--- config.mk ---
export PLATFORM = sky130hd
export DESIGN_NAME = cache_mem_ctrl
export DESIGN_NICKNAME = d
export VERILOG_FILES = /design/src/rtl/cache_mem_ctrl.sv
export SDC_FILE = /design/constraint.sdc
export NUM_CORES = 1
export LEC_CHECK = 0
export ABC_AREA = 1
export BUFFER_PORTS_ARGS = -buffer_cell sky130_fd_sc_hd__buf_2
export CORE_ASPECT_RATIO = 0.7
export CORE_MARGIN = 5
export CORE_UTILIZATION = 45
export DETAILED_ROUTE_END_ITERATION = 8
export GPL_ROUTABILITY_DRIVEN = 0
export HOLD_SLACK_MARGIN = 0.1
export PLACE_DENSITY = 0.75
export SLEW_MARGIN = 20
export SYNTH_ARGS = -nofsm -noshare
export SYNTH_HDL_FRONTEND = slang
export SYNTH_SLANG_ARGS = --single-unit
export TNS_END_PERCENT = 10
--- constraint.sdc ---
create_clock -name clk -period 2.9 [get_ports clk]
set_input_delay 0.87 -clock clk [delete_from_list [all_inputs] [get_ports clk]]
set_output_delay 0.87 -clock clk [all_outputs]
set_load 0.01 [all_outputs]
--- src/rtl/cache_mem_ctrl.sv ---
// Purpose : memory-side controller behind the L1 data cache; refills read misses and writes every store through to memory.
// Latency : read miss stalls >= 3 cycles (detect, request+ack, fill); store stalls >= 1 cycle; each cycle without mem_ack_i adds one.
// Backpress: stall_o holds the CPU pipeline while memory has not acknowledged; mem_* stay frozen from request until mem_ack_i.
//
// Ports:
//   clk, rst                      clock (rising edge), synchronous active-high reset
//   cpu_req_i/cpu_wr_en_i/...     CPU access: valid, store flag, byte address, store data, byte enables
//   cache_hit_i                   cache hit flag for the current CPU address
//   stall_o                       combinational pipeline freeze
//   fill_en_o, fill_data_o        one-cycle refill pulse and the registered refill word
//   mem_req_o/mem_we_o/mem_addr_o/mem_wdata_o/mem_be_o, mem_ack_i, mem_rdata_i   main-memory handshake
//   rd_miss_cnt_o, wr_cnt_o       saturating counts of serviced read misses and completed stores
module cache_mem_ctrl #(
    parameter int ADDR_WIDTH = 32,
    parameter int DATA_WIDTH = 32,
    parameter int CNT_WIDTH  = 16
) (
    input  logic                  clk,
    input  logic                  rst,
    input  logic                  cpu_req_i,
    input  logic                  cpu_wr_en_i,
    input  logic [ADDR_WIDTH-1:0] cpu_addr_i,
    input  logic [DATA_WIDTH-1:0] cpu_wr_data_i,
    input  logic [3:0]            cpu_byte_en_i,
    input  logic                  cache_hit_i,
    output logic                  stall_o,
    output logic                  fill_en_o,
    output logic [DATA_WIDTH-1:0] fill_data_o,
    output logic                  mem_req_o,
    output logic                  mem_we_o,
    output logic [ADDR_WIDTH-1:0] mem_addr_o,
    output logic [DATA_WIDTH-1:0] mem_wdata_o,
    output logic [3:0]            mem_be_o,
    input  logic                  mem_ack_i,
    input  logic [DATA_WIDTH-1:0] mem_rdata_i,
    output logic [CNT_WIDTH-1:0]  rd_miss_cnt_o,
    output logic [CNT_WIDTH-1:0]  wr_cnt_o
);

    typedef enum logic [1:0] {
        IDLE   = 2'd0,
        RD_REQ = 2'd1,
        FILL   = 2'd2,
        WR_REQ = 2'd3
    } state_t;

    localparam logic [CNT_WIDTH-1:0] CNT_ONE = {{(CNT_WIDTH-1){1'b0}}, 1'b1};
    localparam logic [CNT_WIDTH-1:0] CNT_MAX = {CNT_WIDTH{1'b1}};

    state_t                  state;
    state_t                  next_state;
    logic [ADDR_WIDTH-1:2]   lat_addr;
    logic [DATA_WIDTH-1:0]   lat_data;
    logic [3:0]              lat_be;
    logic [DATA_WIDTH-1:0]   fill_data_q;
    logic [CNT_WIDTH-1:0]    rd_cnt_q;
    logic [CNT_WIDTH-1:0]    wr_cnt_q;
    logic                    start_rd;
    logic                    start_wr;
    logic [ADDR_WIDTH-1:0]   word_addr;

    // Memory is word addressed; the byte offset is carried only by the byte enables.
    logic unused_addr_bits;
    assign unused_addr_bits = ^cpu_addr_i[1:0];

    // Stores always go to memory, hit or miss; loads only when they miss.
    assign start_rd  = (state == IDLE) && cpu_req_i && !cpu_wr_en_i && !cache_hit_i;
    assign start_wr  = (state == IDLE) && cpu_req_i && cpu_wr_en_i;
    assign word_addr = {lat_addr, 2'b00};

    always_ff @(posedge clk) begin
        if (rst) begin
            state       <= IDLE;
            lat_addr    <= '0;
            lat_data    <= '0;
            lat_be      <= '0;
            fill_data_q <= '0;
            rd_cnt_q    <= '0;
            wr_cnt_q    <= '0;
        end else begin
            state <= next_state;
            // Latched copies decouple memory from CPU inputs that may move during the stall.
            if (start_rd || start_wr) begin
                lat_addr <= cpu_addr_i[ADDR_WIDTH-1:2];
                lat_be   <= cpu_byte_en_i;
            end
            if (start_wr) begin
                lat_data <= cpu_wr_data_i;
            end
            if (state == RD_REQ && mem_ack_i) begin
                fill_data_q <= mem_rdata_i;
                if (rd_cnt_q != CNT_MAX) begin
                    rd_cnt_q <= rd_cnt_q + CNT_ONE;
                end
            end
            if (state == WR_REQ && mem_ack_i) begin
                if (wr_cnt_q != CNT_MAX) begin
                    wr_cnt_q <= wr_cnt_q + CNT_ONE;
                end
            end
        end
    end

    always_comb begin
        next_state  = state;
        stall_o     = 1'b0;
        fill_en_o   = 1'b0;
        mem_req_o   = 1'b0;
        mem_we_o    = 1'b0;
        mem_addr_o  = '0;
        mem_wdata_o = '0;
        mem_be_o    = '0;
        // Reset masks every output, including the combinational stall.
        if (!rst) begin
            case (state)
                IDLE: begin
                    if (start_rd) begin
                        stall_o    = 1'b1;
                        next_state = RD_REQ;
                    end else if (start_wr) begin
                        stall_o    = 1'b1;
                        next_state = WR_REQ;
                    end
                end
                RD_REQ: begin
                    stall_o    = 1'b1;
                    mem_req_o  = 1'b1;
                    mem_addr_o = word_addr;
                    mem_be_o   = 4'b1111;
                    if (mem_ack_i) begin
                        next_state = FILL;
                    end
                end
                FILL: begin
                    stall_o    = 1'b1;
                    fill_en_o  = 1'b1;
                    next_state = IDLE;
                end
                WR_REQ: begin
                    // The pipeline retires the store on the ack edge, so release the stall in that cycle.
                    stall_o     = !mem_ack_i;
                    mem_req_o   = 1'b1;
                    mem_we_o    = 1'b1;
                    mem_addr_o  = word_addr;
                    mem_wdata_o = lat_data;
                    mem_be_o    = lat_be;
                    if (mem_ack_i) begin
                        next_state = IDLE;
                    end
                end
                default: next_state = IDLE;
            endcase
        end
    end

    assign fill_data_o   = rst ? '0 : fill_data_q;
    assign rd_miss_cnt_o = rst ? '0 : rd_cnt_q;
    assign wr_cnt_o      = rst ? '0 : wr_cnt_q;

endmodule

==> results of run 1 <==
where the power goes:
part	switching (mW)	internal [mW]	leakage [nW]	total (mW)
Sequential	0.0935	2.13	1.08	2.22
Combinational	0.781	0.414	2.34	1.20
Clock	0.834	1.36	0.288	2.20
Total	1.71	3.91	3.70	5.62
sequential cells by signal, indices dropped and copies added, names as in the netlist:
register     count
wr_cnt_q        16
state            2
rd_cnt_q        16
lat_addr        30
lat_data        32
fill_data_q     32
lat_be           4
layer usage:
metal / track usage (%) / vias up
met3: 6.90 / 12
met2: 30.8 / 189
met1: 24.7 / 2748
li1: - / 3297
met4: 4.85 / 0
met5: 0 / -
worst reg2reg max path: stages, from the launching register on:
cell and delay [ps]:
dfxtp_1 360, inv_1 100, ha_1 320, nand2_2 160
buf_4 450, o21ai_0 190, a21oi_1 170
how the worst max path moves through the flow:
stage | endpoint | slack (ps)
detailed placement | mem_addr_o[9] | 340
CTS | mem_addr_o[9] | 80
global route | mem_addr_o[3] | 10
finish | mem_addr_o[9] | 160
global placement | mem_be_o[2] | 360
floorplan | stall_o | 220
cell usage after synthesis:
library cell / number
nand4_1: 8
buf_2: 12
dfxtp_1: 132
conb_1: 1
xor2_1: 12
a211oi_1: 1
nor2_1: 193
nand2_1: 96
o21ai_1: 13
o21ai_0: 92
nand2_2: 2
buf_6: 3
nor2_4: 2
buf_1: 3
nor3b_1: 2
a21oi_1: 100
nand3b_1: 2
ha_1: 7
nor3_1: 2
nor2_2: 6
inv_2: 2
a21oi_2: 19
nand3_1: 27
o21ai_2: 2
buf_4: 4
o22ai_1: 1
clkbuf_1: 34
inv_1: 145
area by class of cell:
| cell class | count | area, um^2 |
|---|---|---|
| inverters | 147 | 552 |
| flip-flops and latches | 132 | 2640 |
| fillers | 1337 | 5630 |
| diodes | 1 | 2.50 |
| multi-input cells | 589 | 2820 |
| clock inverters | 14 | 175 |
| well taps | 190 | 238 |
| repair buffers | 247 | 1290 |
| clock buffers | 18 | 429 |
timing repair:
item                       in CTS  in global routing
setup endpoints to repair       0                 34
resized for setup               0                  1
hold endpoints to repair        0                  0
through the flow:
step | instances | cell area [um^2] | hold WS, ps
2_1_floorplan | 924 | 6260 | 430
3_3_place_gp | 1305 | 7540 | 441
3_5_place_dp | 1305 | 7540 | 445
4_1_cts | 1337 | 8140 | 454
5_1_grt | 1337 | 8150 | 469
6_report | 1338 | 8150 | 451
cells by family after synthesis:
logic type,Yosys count,share of synthesized area [%]
DFF,132,42.2
xor gates and xnor gates,12,1.68
and+or+nand+nor,340,22.1
other,1,0.0599
adders and majority gates,7,1.40
buffers and inverters,203,13.0
AOI/OAI and AO/OA,228,19.5
==> qor.csv, run 1 <==
metric,value,unit
CP Launch Point,state[1]$_SDFFE_PP0P_,
PwrDens,689,mW/mm^2
most frequent cells in the layout,"buf_2, nor2_1, inv_1",
Crit path max-delay family,buffers and inverters,
Hold Path Stages,2,
Final ANT Viol Nets,0,
Setup Crit Path Kind,flip-flop to primary output,
CP cell instances,inv_1 -> ha_1 -> o21ai_2 -> buf_6 -> nor2_1 -> buf_2,
First-pass DRT Iterations,4,
Hold/Removal Path Class,flip-flop to flip-flop,
share of Yosys cell area claimed by the top area cell type,42.2,%
final setup margin,160,ps
CTS tree,done,
Crit path depth,6,
"Max FO, Critical Path",34,
vias in the first global route,5720,
share of cells above drive strength 1,27.4,%
final worst path period need,2740,ps
die extent in y,109,um
crit path buf inv count,3,
uppermost layer routed,met4,
port bufs,237,
pre-CTS WS,344,ps
initial antenna violation count,0,
vias per cell,4.67,
Leak,3.70,nW
setup TNS,0,ps
RSZ-0062 raised after global routing,false,
cell count after synthesis,923,
Worst-Margin Slew,719,ps
Synth area leaders,"dfxtp_1, nor2_1, inv_1",
"commonest non-fill, non-tap cell in the layout",buf_2,
final period utilization,94.5,%
Crit-path slowest cell,dfxtp_1,
FF-to-FF End,fill_data_q[18]$_SDFFE_PP0P_,
Synth area leader,dfxtp_1,
Reg2Reg Launch Point,state[1]$_SDFFE_PP0P_,
Slew Limit Fails,0,
reg2reg path depth,6,
Layout Utilization,59.1,%
synth unique cells,28,
Yosys reg bits,132,
All-Layer GR Usage,19.2,%
startpoint types,flip-flop,
drt total wl,16300,um
CP arrival,1870,ps
required time worst endpoint,2030,ps
Num CTS Buffers,17,
CTS max path bufs,2,
clk slew on worst S/H paths,50,ps
clock skew,14.1,ps
die area,0.0164,mm^2
endpoint class of the critical path,primary output,
later-pin clock latency in the skew report,410,ps
Reg2Reg Setup Slack,1070,ps
Worst path max stage delay,360,ps
Yosys warning count,0,
first-pass GRT wire length,25800,um
# rows,36,
Syn Std Cell Area,0.00626,mm^2
core area,0.0138,mm^2
Fmax,0.365,GHz
cts hold-fix bufs,0,
Max IR drop VDD,0.501,mV
Final nets,1247,
total power,5.62,mW
max capacitance violation total,0,
DPL Wire Length,11700,um
Hold EP,lat_data[26]$_SDFFE_PP0P_,
# DRC,0,
Hold Startpoint,lat_data[26]$_SDFFE_PP0P_,
clk sinks,132,
Met3 Routed Length,1420,um
Area Overhead vs Synth,30.2,%
Initial Util,45.4,%
syn avg cell area,6.78,um^2
IO Pins,242,
final hold violations,0,
Max transition margin,52.0,%
final setup violation count,0,
Met2 Wirelength,7310,um
routed via count,6246,
grt total ovfl,0,
die width,151,um
H-Tree Depth,4,
largest net degree at the start of global routing,87,
number of DRC markers in iteration 0,287,
status,finished clean,
post-CTS setup buffer count,0,
"Seq/Total Area, Yosys",42.2,%
Met1 Wirelength,7440,um
Avg WL per Cell,12.2,um
root buf cell,clkbuf_16,
Note: power is estimated with default switching activity, not from simulation.
==> run 2: changes to the inputs <==
==> constraint.sdc (replaced) <==
create_clock -name clk -period 3.2 [get_ports clk]
set_input_delay 0.96 -clock clk [delete_from_list [all_inputs] [get_ports clk]]
set_output_delay 0.96 -clock clk [all_outputs]
set_load 0.01 [all_outputs]
==> qor.csv, run 2 (synthesis results as in run 1) <==
metric,value,unit
max capacitance violation total,0,
vias per cell,4.66,
Fmax,0.345,GHz
Leak,3.70,nW
setup TNS,0,ps
Max transition margin,51.9,%
status,finished clean,
routed via count,6222,
Area Overhead vs Synth,29.9,%
Initial Util,45.4,%
Met2 Wirelength,7220,um
core area,0.0138,mm^2
most frequent cells in the layout,"buf_2, nor2_1, inv_1",
Pint,3.56,mW
All-Layer GR Usage,19.0,%
PwrDens,624,mW/mm^2
uppermost layer routed,met4,
clock share of power,39.1,%
share of cells above drive strength 1,27.4,%
Slew Limit Fails,0,
Num CTS Buffers,17,
diode count,0,
die width,151,um
grt total ovfl,0,
CP arrival,1940,ps
clock skew,11.5,ps
final worst path period need,2900,ps
port bufs,237,
clk sinks,132,
Switching Share,29.7,%
Final nets,1247,
die area,0.0164,mm^2
post-CTS setup buffer count,0,
Gate power share,21.1,%
RSZ-0062 raised after global routing,false,
Hold/Removal Path Class,flip-flop to flip-flop,
CTS max path bufs,2,
Avg WL per Cell,12.2,um
Reg power frac,39.8,%
"Max FO, Critical Path",34,
final hold violations,0,
root buf cell,clkbuf_16,
biggest regs,"fill_data_q (32), lat_data (32), lat_addr (30)",
DPL Wire Length,11700,um
final period utilization,90.6,%
Setup Crit Path Kind,flip-flop to primary output,
post-cts gate resize count,0,
H-Tree Depth,4,
final setup violation count,0,
First-pass DRT Iterations,5,
startpoint types,flip-flop,
initial antenna violation count,0,
IO Pins,242,
die extent in y,109,um
"commonest non-fill, non-tap cell in the layout",buf_2,
# DRC,0,
clk slew on worst S/H paths,50,ps
largest net degree at the start of global routing,87,
required time worst endpoint,2240,ps
endpoint class of the critical path,primary output,
Met1 Wirelength,7490,um
later-pin clock latency in the skew report,400,ps
CTS tree,done,
# rows,36,
fin cells,1336,
switching pwr,1.51,mW
Met3 Routed Length,1380,um
number of DRC markers in iteration 0,298,
DP Cell Count,1305,
cts hold-fix bufs,0,
Max IR drop VDD,0.392,mV
drt total wl,16300,um
Final ANT Viol Nets,0,
first-pass GRT wire length,25500,um
vias in the first global route,5641,
Worst-Margin Slew,722,ps
# fillers,1367,
-- run 2: cell types whose count changed in the layout (fill, tap and decap cells not counted), sizes merged --
cell    before  now
inv        151  148
clkbuf      18   19
clkinv       4    5
diode        1    0
-- run 2: power groups by stage --
stage / Clock (mW) / Combinational, mW / Sequential (mW)
3_3_place_gp: 0 / 1.06 / 2.04
5_1_grt: 2.10 / 1.22 / 2.05
3_5_place_dp: 0 / 1.08 / 2.05
2_1_floorplan: 0 / 0.777 / 2.03
4_1_cts: 2.03 / 1.08 / 2.02
6_report: 1.98 / 1.07 / 2.02
-- run 2: stage by stage --
stage	hold slack [ps]	cell area, um^2	setup WS, ps	total power, mW	util, %
after floorplan	430	6260	343	2.81	-
after global placement	440	7530	455	3.10	54.6
after detailed placement	444	7530	453	3.13	54.6
after CTS	453	8130	268	5.13	59.0
after global routing	464	8130	145	5.37	59.0
final	452	8130	302	5.07	59.0
-- run 2: worst max-delay path, stage by stage, from the launching register on --
cell     delay (ps)
dfxtp_1         360
inv_1           100
ha_1            310
o21ai_2         160
buf_4           350
nor2_1          100
buf_2           150
-- run 2: path summary, 6_finish.rpt --
kind              cells past startpoint                 startpoint                   endpoint  slack, ps
hold / removal                        2  lat_data[18]$_SDFFE_PP0P_  lat_data[18]$_SDFFE_PP0P_        450
setup reg to reg                      6      state[0]$_SDFFE_PP0P_  lat_data[11]$_SDFFE_PP0P_       1300
setup / recovery                      6      state[1]$_SDFFE_PP0P_             mem_addr_o[30]        300
hold reg to reg                       2  lat_data[18]$_SDFFE_PP0P_  lat_data[18]$_SDFFE_PP0P_        450
-- run 2: final cells by class --
cell class / count / area (um^2) / area share [%]
tap: 190 / 238 / 2.92
timing repair buffer: 247 / 1280 / 15.7
sequential: 132 / 2640 / 32.5
clock buffer: 19 / 453 / 5.57
multi-input combinational: 589 / 2820 / 34.6
inverter: 147 / 552 / 6.78
clock inverter: 12 / 154 / 1.89
-- run 2: metal layers --
metal | vias to the layer above | GRT usage, %
li1 | 3294 | -
met2 | 168 | 30.0
met4 | 0 | 5.69
met3 | 12 | 6.81
met5 | - | 0
met1 | 2748 | 24.4
==> run 3: changes to the inputs <==
--- a/config.mk
+++ b/config.mk
@@ -5,7 +5,6 @@
 export SDC_FILE = /design/constraint.sdc
 export NUM_CORES = 1
 export LEC_CHECK = 0
-export ABC_AREA = 1
 export BUFFER_PORTS_ARGS = -buffer_cell sky130_fd_sc_hd__buf_2
 export CORE_ASPECT_RATIO = 0.7
 export CORE_MARGIN = 5
==> qor.csv, run 3 <==
metric,value,unit
endpoint class of the critical path,primary output,
Final ANT Viol Nets,0,
share of Yosys cell area claimed by the top area cell type,43.4,%
Yosys reg bits,132,
clock skew,11.1,ps
grt peak-use layer,met2,
Slew Limit Fails,0,
CP arrival,2000,ps
Initial Util,46.1,%
largest net degree at the start of global routing,123,
commonest cells in the synthesized netlist,"nand2_1, dfxtp_1, a21oi_1",
IO Pins,242,
CTS tree,done,
First-pass DRT Iterations,5,
Fin Hold WS,448,ps
core area,0.0132,mm^2
H-Tree Depth,4,
first-pass GRT wire length,25800,um
final period utilization,92.5,%
reg2reg path depth,6,
die width,149,um
routed via count,5910,
RSZ-0062 raised after global routing,false,
"Max FO, Critical Path",34,
final setup margin,241,ps
final worst path period need,2960,ps
Hold/Removal Path Class,flip-flop to flip-flop,
Post-synth EDFFs,0,
"commonest non-fill, non-tap cell in the layout",buf_2,
GRT met2 Usage,30.1,%
biggest regs,"fill_data_q (32), lat_data (32), lat_addr (30)",
CTS max path bufs,2,
Fmax,0.338,GHz
# DRC,0,
Hold Path Stages,2,
top-count cell post-synth,nand2_1,
number of DRC markers in iteration 0,285,
grt met1 use,25.8,%
Max transition margin,55.5,%
vias per cell,4.90,
Synth area leaders,"dfxtp_1, nand2_1, a21oi_1",
diode count,0,
DPL Wire Length,11400,um
Synth area leader,dfxtp_1,
drt total wl,16000,um
pre-CTS WS,444,ps
startpoint types,flip-flop,
die area,0.0160,mm^2
share of cells above drive strength 1,30.0,%
"Seq/Total Area, Yosys",43.4,%
# fillers,1295,
Layout Utilization,60.6,%
Final nets,1122,
die extent in y,107,um
asr flop ratio synth,0,%
All-Layer GR Usage,19.5,%
Syn Std Cell Area,0.00609,mm^2
root buf cell,clkbuf_16,
Avg WL per Cell,13.2,um
Setup Crit Path Kind,flip-flop to primary output,
max capacitance violation total,0,
Area Overhead vs Synth,31.6,%
total power,4.69,mW
post-CTS setup buffer count,0,
final hold violations,0,
status,finished clean,
cell count after synthesis,791,
initial antenna violation count,0,
Leak,3.64,nW
Num CTS Buffers,17,
required time worst endpoint,2240,ps
later-pin clock latency in the skew report,410,ps
Worst-Margin Slew,662,ps
synth unique cells,44,
# rows,35,
syn avg cell area,7.70,um^2
grt total ovfl,0,
PwrDens,585,mW/mm^2
main flop type after synthesis,dfxtp_1,
vias in the first global route,5299,
port bufs,237,
most frequent cells in the layout,"buf_2, nand2_1, dfxtp_1",
Yosys warning count,0,
setup TNS,0,ps
grt met3 use,7.41,%
Max IR drop VDD,0.425,mV
final setup violation count,0,
clk slew on worst S/H paths,60,ps
clk sinks,132,
==> run 3: repair_timing <==
item | in CTS | in global routing
resized for setup | 0 | 1
hold buffers | 0 | 0
endpoints found under the setup margin | 0 | 34
==> run 3: worst paths after layout <==
| path | from | endpoint | slack, ps |
|---|---|---|---|
| worst max-delay path | state[1]$_SDFFE_PP0P_ | mem_be_o[1] | 240 |
| worst min-delay path | lat_addr[5]$_SDFFE_PP0P_ | lat_addr[5]$_SDFFE_PP0P_ | 450 |
| worst max register to register | state[1]$_SDFFE_PP0P_ | rd_cnt_q[9]$_SDFFE_PP0P_ | 1050 |
| worst min register to register | lat_addr[5]$_SDFFE_PP0P_ | lat_addr[5]$_SDFFE_PP0P_ | 450 |
==> run 3: logic make-up after synthesis <==
kind of cell,Yosys count,synth area share [%]
other cells,1,0.0616
mux,16,2.94
buf+inv,60,3.98
simple gates,438,36.1
flops,132,43.4
compound gates,137,12.1
fa+ha+maj,7,1.44
==> run 3: power by group <==
part           leakage, nW  total, mW  switching, mW  internal, mW
registers             1.07       1.88         0.0732          1.80
logic                 2.29      0.883          0.552         0.331
clock network        0.280       1.93          0.750          1.18
total                 3.64       4.69           1.38          3.31
==> run 3: critical path, stage by stage, from the launching register on <==
cell	delay [ps]
dfxtp_1	340
inv_1	100
ha_2	330
nor2_1	100
nor2_1	120
buf_4	300
o21a_1	170
buf_2	130
==> run 3: stage by stage <==
stage / area [um^2] / cells
floorplan: 6100 / 792
detailed placement: 7420 / 1175
global placement: 7420 / 1175
finish: 8020 / 1207
CTS: 8020 / 1207
global route: 8020 / 1207
==> run 3: layer usage <==
metal	vias to the layer above	routed length (um)
li1	3052	-
met3	10	1460
met1	2678	7200
met2	170	7170
met4	0	131
met5	-	0
==> run 3: final cells by class <==
class | instances | area (um^2) | share of cell area [%]
Multi-Input combinational cell | 600 | 3220 | 40.2
Sequential cell | 132 | 2640 | 33.0
Timing Repair Buffer | 250 | 1300 | 16.2
Clock buffer | 18 | 439 | 5.48
Tap cell | 185 | 231 | 2.89
Clock inverter | 14 | 153 | 1.90
Inverter | 8 | 30.0 | 0.375
